## src/rtl/meas_fifo_pkg.sv

```systemverilog
// Shared definitions for the frequency-measurement path and its result FIFO.
// The measurement stage and meas_fifo both import this package.
package meas_fifo_pkg;

   localparam int MEAS_DW         = 64;
   localparam int MEAS_FIFO_DEPTH = 16;

   // One measurement result: reference count in the upper half, signal count in the lower.
   typedef struct packed {
      logic [31:0] ref_cnt;
      logic [31:0] sig_cnt;
   } meas_word_t;

endpackage

```

## src/rtl/meas_fifo_mem.sv

```systemverilog
// DEPTH x DW register array: one synchronous write port, one asynchronous read port.
// Contents have no reset; only the pointers in meas_fifo define what is valid.
module fifo_mem #(
   parameter int DEPTH = 16,
   parameter int DW    = 64,
   parameter int AW    = $clog2(DEPTH)
) (
   input  logic          clk_i,
   input  logic          wr_en_i,
   input  logic [AW-1:0] wr_addr_i,
   input  logic [DW-1:0] wr_data_i,
   input  logic [AW-1:0] rd_addr_i,
   output logic [DW-1:0] rd_data_o
);

   logic [DW-1:0] mem [DEPTH];

   always_ff @(posedge clk_i) begin
      if (wr_en_i) begin
         mem[wr_addr_i] <= wr_data_i;
      end
   end

   assign rd_data_o = mem[rd_addr_i];

endmodule

```

## src/rtl/meas_fifo.sv

```systemverilog
// Measurement result FIFO: accepts 64-bit words, drains them as two 32-bit reads
// (low half first), with level, full/empty, sticky overflow and threshold interrupt.
module meas_fifo
   import meas_fifo_pkg::*;
#(
   parameter int DEPTH = MEAS_FIFO_DEPTH,
   parameter int DW    = MEAS_DW,
   parameter int LW    = $clog2(DEPTH) + 1
) (
   input  logic            clk_i,
   input  logic            rst_n_i,
   input  logic            wr_en_i,
   input  logic [DW-1:0]   wr_data_i,
   input  logic            rd_en_i,
   output logic [DW/2-1:0] rd_data_o,
   output logic            rd_valid_o,
   input  logic            clr_i,
   input  logic [LW-1:0]   thresh_i,
   output logic [LW-1:0]   level_o,
   output logic            empty_o,
   output logic            full_o,
   output logic            overflow_o,
   output logic            irq_o
);

   localparam int AW = $clog2(DEPTH);
   localparam int HW = DW / 2;

   logic [AW-1:0] wr_ptr_reg;
   logic [AW-1:0] rd_ptr_reg;
   logic [LW-1:0] level_reg;
   logic          hi_sel_reg;
   logic          overflow_reg;
   logic          rd_valid_reg;
   logic [HW-1:0] rd_data_reg;

   logic [DW-1:0] head_word;
   logic          empty;
   logic          full;
   logic          pop;
   logic          wr_accept;
   logic          wr_drop;

   assign empty = (level_reg == '0);
   assign full  = (level_reg == LW'(DEPTH));

   // Only the high-half read retires an entry, which frees a slot for a same-cycle write.
   assign pop       = rd_en_i && !empty && hi_sel_reg;
   assign wr_accept = !clr_i && wr_en_i && (!full || pop);
   assign wr_drop   = !clr_i && wr_en_i && full && !pop;

   fifo_mem #(
      .DEPTH (DEPTH),
      .DW    (DW),
      .AW    (AW)
   ) u_mem (
      .clk_i     (clk_i),
      .wr_en_i   (wr_accept),
      .wr_addr_i (wr_ptr_reg),
      .wr_data_i (wr_data_i),
      .rd_addr_i (rd_ptr_reg),
      .rd_data_o (head_word)
   );

   always_ff @(posedge clk_i or negedge rst_n_i) begin
      if (!rst_n_i) begin
         wr_ptr_reg   <= '0;
         rd_ptr_reg   <= '0;
         level_reg    <= '0;
         hi_sel_reg   <= 1'b0;
         overflow_reg <= 1'b0;
         rd_valid_reg <= 1'b0;
         rd_data_reg  <= '0;
      end else if (clr_i) begin
         wr_ptr_reg   <= '0;
         rd_ptr_reg   <= '0;
         level_reg    <= '0;
         hi_sel_reg   <= 1'b0;
         overflow_reg <= 1'b0;
         rd_valid_reg <= 1'b0;
      end else begin
         rd_valid_reg <= rd_en_i;
         if (rd_en_i) begin
            if (empty) begin
               rd_data_reg <= '0;
            end else if (!hi_sel_reg) begin
               rd_data_reg <= head_word[HW-1:0];
               hi_sel_reg  <= 1'b1;
            end else begin
               rd_data_reg <= head_word[DW-1:HW];
               hi_sel_reg  <= 1'b0;
               rd_ptr_reg  <= rd_ptr_reg + AW'(1);
            end
         end

         if (wr_accept) begin
            wr_ptr_reg <= wr_ptr_reg + AW'(1);
         end

         if (wr_accept && !pop) begin
            level_reg <= level_reg + LW'(1);
         end else if (pop && !wr_accept) begin
            level_reg <= level_reg - LW'(1);
         end

         if (wr_drop) begin
            overflow_reg <= 1'b1;
         end
      end
   end

   assign rd_data_o  = rd_data_reg;
   assign rd_valid_o = rd_valid_reg;
   assign level_o    = level_reg;
   assign empty_o    = empty;
   assign full_o     = full;
   assign overflow_o = overflow_reg;
   assign irq_o      = (thresh_i != '0) && (level_reg >= thresh_i);

endmodule

```

## config.mk

```make
export PLATFORM = sky130hd
export DESIGN_NAME = meas_fifo
export DESIGN_NICKNAME = d
export VERILOG_FILES = /design/src/rtl/meas_fifo_pkg.sv /design/src/rtl/meas_fifo_mem.sv /design/src/rtl/meas_fifo.sv
export SDC_FILE = /design/constraint.sdc
export NUM_CORES = 1
export LEC_CHECK = 0
export ABC_CLOCK_PERIOD_IN_PS = 9900
export BUFFER_PORTS_ARGS = -buffer_cell sky130_fd_sc_hd__buf_2
export CAP_MARGIN = 15
export CORE_ASPECT_RATIO = 0.8
export CORE_MARGIN = 2
export CORE_UTILIZATION = 65
export CTS_CLUSTER_SIZE = 10
export DETAILED_ROUTE_END_ITERATION = 8
export GPL_ROUTABILITY_DRIVEN = 0
export PLACE_DENSITY = 0.83
export SLEW_MARGIN = 10
export SYNTH_ARGS = -nofsm -noshare
export SYNTH_HDL_FRONTEND = slang
export SYNTH_SLANG_ARGS = --single-unit
```

## constraint.sdc

```tcl
create_clock -name clk_i -period 9.9 [get_ports clk_i]
set_clock_uncertainty 0.1 [all_clocks]
set_input_delay 0.99 -clock clk_i [delete_from_list [all_inputs] [get_ports clk_i]]
set_output_delay 0.99 -clock clk_i [all_outputs]
set_load 0.05 [all_outputs]
```

==> summary.txt <==
Setup path
  – Worst path slowest cell: buf_4
  – Max Fanout on Critical Path: around 110
  – Sequence of cells on the critical path: buf_12 > buf_4 > mux4_2 > o22ai_1 > o21ai_1 > a32o_1
  – CP startpoint kind: flip-flop
  – CP required: a little over 10 ns
  – Crit path DAT: ~4.8 ns
  – CP endpoint kind: flip-flop
  – CP Class: flip-flop to flip-flop
  – Max incr delay on CP: approximately 0.93 ns

Floorplanning
  – Core area: 0.0627 sq mm
  – Row count: 82
  – Die area: ~0.065 sq mm
  – Initial core utilization: between 60 and 70%
  – Die X-Extent: 286 um
  – I/O Pins: around 120
  – Die Y: ~230 um

Global route
  – First-pass GRT wire length: 145000 um
  – Antenna violations before repair: 9
  – GRT overflow: 0
  – Overall Global Routing Usage: ~31%
  – Number of global-route vias before repair: approximately 22000
  – Pin count of the biggest net entering global routing: 107

STA
  – Fin crit period: 4.30 ns
  – Setup Viol. Count Final: 0
  – Slew Limit Fails: 0
  – Max Clock Freq: roughly 0.23 GHz
  – RSZ-0062 raised after global routing: no
  – Sum Neg Setup Slack: 0 ns
  – Final Hold Viols: 0
  – Final Cycle Share: a little over two fifths
  – Slew Limit Headroom: between 15 and 20%
  – Slew @ Worst Pin: around 1.2 ns

Routing
  – WL/cell: around 32 um
  – Via density: around 7.0
  – ANT nets after route: 0
  – First DRT Iteration DRCs: just under 3000
  – Vias: 21500
  – 1st-pass router iterations: 5
  – Detailed Route WL: between 90000 and 100000 um
  – Final routed DRC violation total: 0

Placement
  – Placed cells: 2858
  – IO Port Bufs: roughly 120
  – HPWL after DPL: 48000 um

Power and ir drop
  – Power Density: approximately 230 mW/mm^2
  – Static leakage: approximately 14 nW
  – Peak supply drop: roughly 0.00019 V
  – Power, Total: around 0.010 W

Yosys
  – Distinct cells, synth: 44
  – Mean post-synth cell area: around 21 sq um
  – Yosys warnings: 0
  – Synth area leader: edfxtp_1
  – Cell area after synthesis: 0.0412 sq mm
  – Number of synthesized register bits: 1072
  – Net Count, Synth: slightly above 2000
  – Seq/Total Area, Yosys: 77.5%
  – Top_reg_cell synth: edfxtp_1
  – Post-synth EDFFs: 1024
  – Cells after Synth: 1986
  – Largest cells by area after synthesis: edfxtp_1 (75%), mux4_2 (9.1%), mux2i_1 (4.5%)
  – Ys async rst share: under 10%
  – Top-area cell type share of the netlist area: around three quarters

Finish
  – # fillers: approximately 3300
  – Seq. cell area: between 0.03 and 0.04 sq mm
  – Fin cells: between 3000 and 4000
  – Layout Nets: approximately 2200
  – Reg with most FFs: u_mem.mem
  – Synth-to-layout area growth: 11.9%
  – Most frequent cells in the layout: edfxtp_1 (1024), mux2i_1 (187), mux4_2 (166)
  – Area of the multi-input gates: 0.00872 sq mm
  – Leading cell type in the layout, fill and taps excluded: edfxtp_1
  – Number of flip-flops in the largest register: between 1000 and 1500
  – Layout cell share with drive strength beyond 1: 21.6%

Clock network
  – Clk_lat worst skew: a little under 0.7 ns
  – Setup bufs post-CTS: 0
  – CTS H-tree lvls: 3
  – CTS Buffer Depth: 3
  – CTS buffer count: 117
  – Root Driver: clkbuf_16
  – # hold bufs at CTS: 0
  – Post-CTS sizing: 0
  – Reg clk slew, reported paths: approximately 0.06 ns
  – CTS tree: built
  – Sink Count: roughly 1100

Outcome
  – Status: complete, no violations

Job
  – MaxCap Viol Count: 0

Hold path
  – Hold WC Path Type: flip-flop to flip-flop
## synthesized netlist by cell type (30+ instances only)
master,n
a221oi_1,61
dfrtp_1,48
a22oi_1,31
mux4_2,166
clkbuf_1,63
mux2i_1,187
buf_2,30
o21ai_1,50
nor2_1,58
o211ai_1,32
a32o_1,30
edfxtp_1,1024
o22ai_1,30
nand3b_1,30
## area by class of cell
cell class | instances | area share (%)
Sequential cell | 1072 | 69.3
Multi-Input combinational cell | 782 | 18.9
Clock buffer | 197 | 7.05
Tap cell | 840 | 2.28
Timing Repair Buffer | 159 | 2.12
Clock inverter | 7 | 0.236
Inverter | 9 | 0.0732
Antenna cell | 7 | 0.0380
## cells by family (layout without fill, tap and decap cells)
kind of cell / count (synthesis) / in the layout / share of synthesized area [%]
mux: 357 / 357 / 13.7
other cells: 0 / 7 / 0
compound gates: 265 / 265 / 4.70
simple gates: 137 / 137 / 1.74
fa+ha+maj: 15 / 15 / 0.473
xor+xnor: 8 / 8 / 0.170
flops: 1072 / 1072 / 77.5
buf+inv: 132 / 372 / 1.70
## critical path, delay by kind of cell (launching register included)
kind                   cells  cell delay, ns
AOI/OAI and AO/OA          3            0.71
buffers and inverters      2            1.64
DFF                        1            0.90
muxes                      1            0.62
## power by group
| group | switching (W) | internal [W] | total [W] |
|---|---|---|---|
| sequential | 0.000133 | 0.00510 | 0.00523 |
| clock | 0.00167 | 0.00221 | 0.00388 |
| combinational | 0.000843 | 0.000452 | 0.00129 |
## per-stage QoR
step | hold WS [ns] | worst slack, ns | utilization (%) | area (sq um)
after floorplan | 0.493 | 3.04 | - | 41200
after global placement | 0.361 | 5.71 | 68.0 | 42700
after detailed placement | 0.381 | 5.58 | 68.0 | 42700
after CTS | 0.393 | 5.64 | 73.4 | 46000
after global routing | 0.421 | 5.33 | 73.5 | 46100
final | 0.392 | 5.60 | 73.6 | 46100
## layer usage
metal	part of all wire (%)	up-vias	GRT usage, %	routed length [um]
li1	-	8616	-	-
met1	36	11100	42.0	36000
met2	49	1547	48.1	48400
met3	11	246	7.07	10600
met4	4.3	4	13.9	4300
met5	0.022	-	0	22
## path summary, 6_finish.rpt
path / from / endpoint / slack (ns) / cells past startpoint
max in group asynchronous: rst_n_i / rd_ptr_reg[1] / 8.68 / 2
max: rd_ptr_reg[0] / rd_data_o[27] / 5.60 / 6
min in group asynchronous: rst_n_i / rd_ptr_reg[2] / 0.41 / 2
min: rd_data_o[31] / rd_data_o[31] / 0.39 / 2
max reg2reg: rd_ptr_reg[0] / rd_data_o[27] / 5.60 / 6
min reg2reg: rd_data_o[31] / rd_data_o[31] / 0.39 / 2
Note: power is estimated with default switching activity, not from simulation.
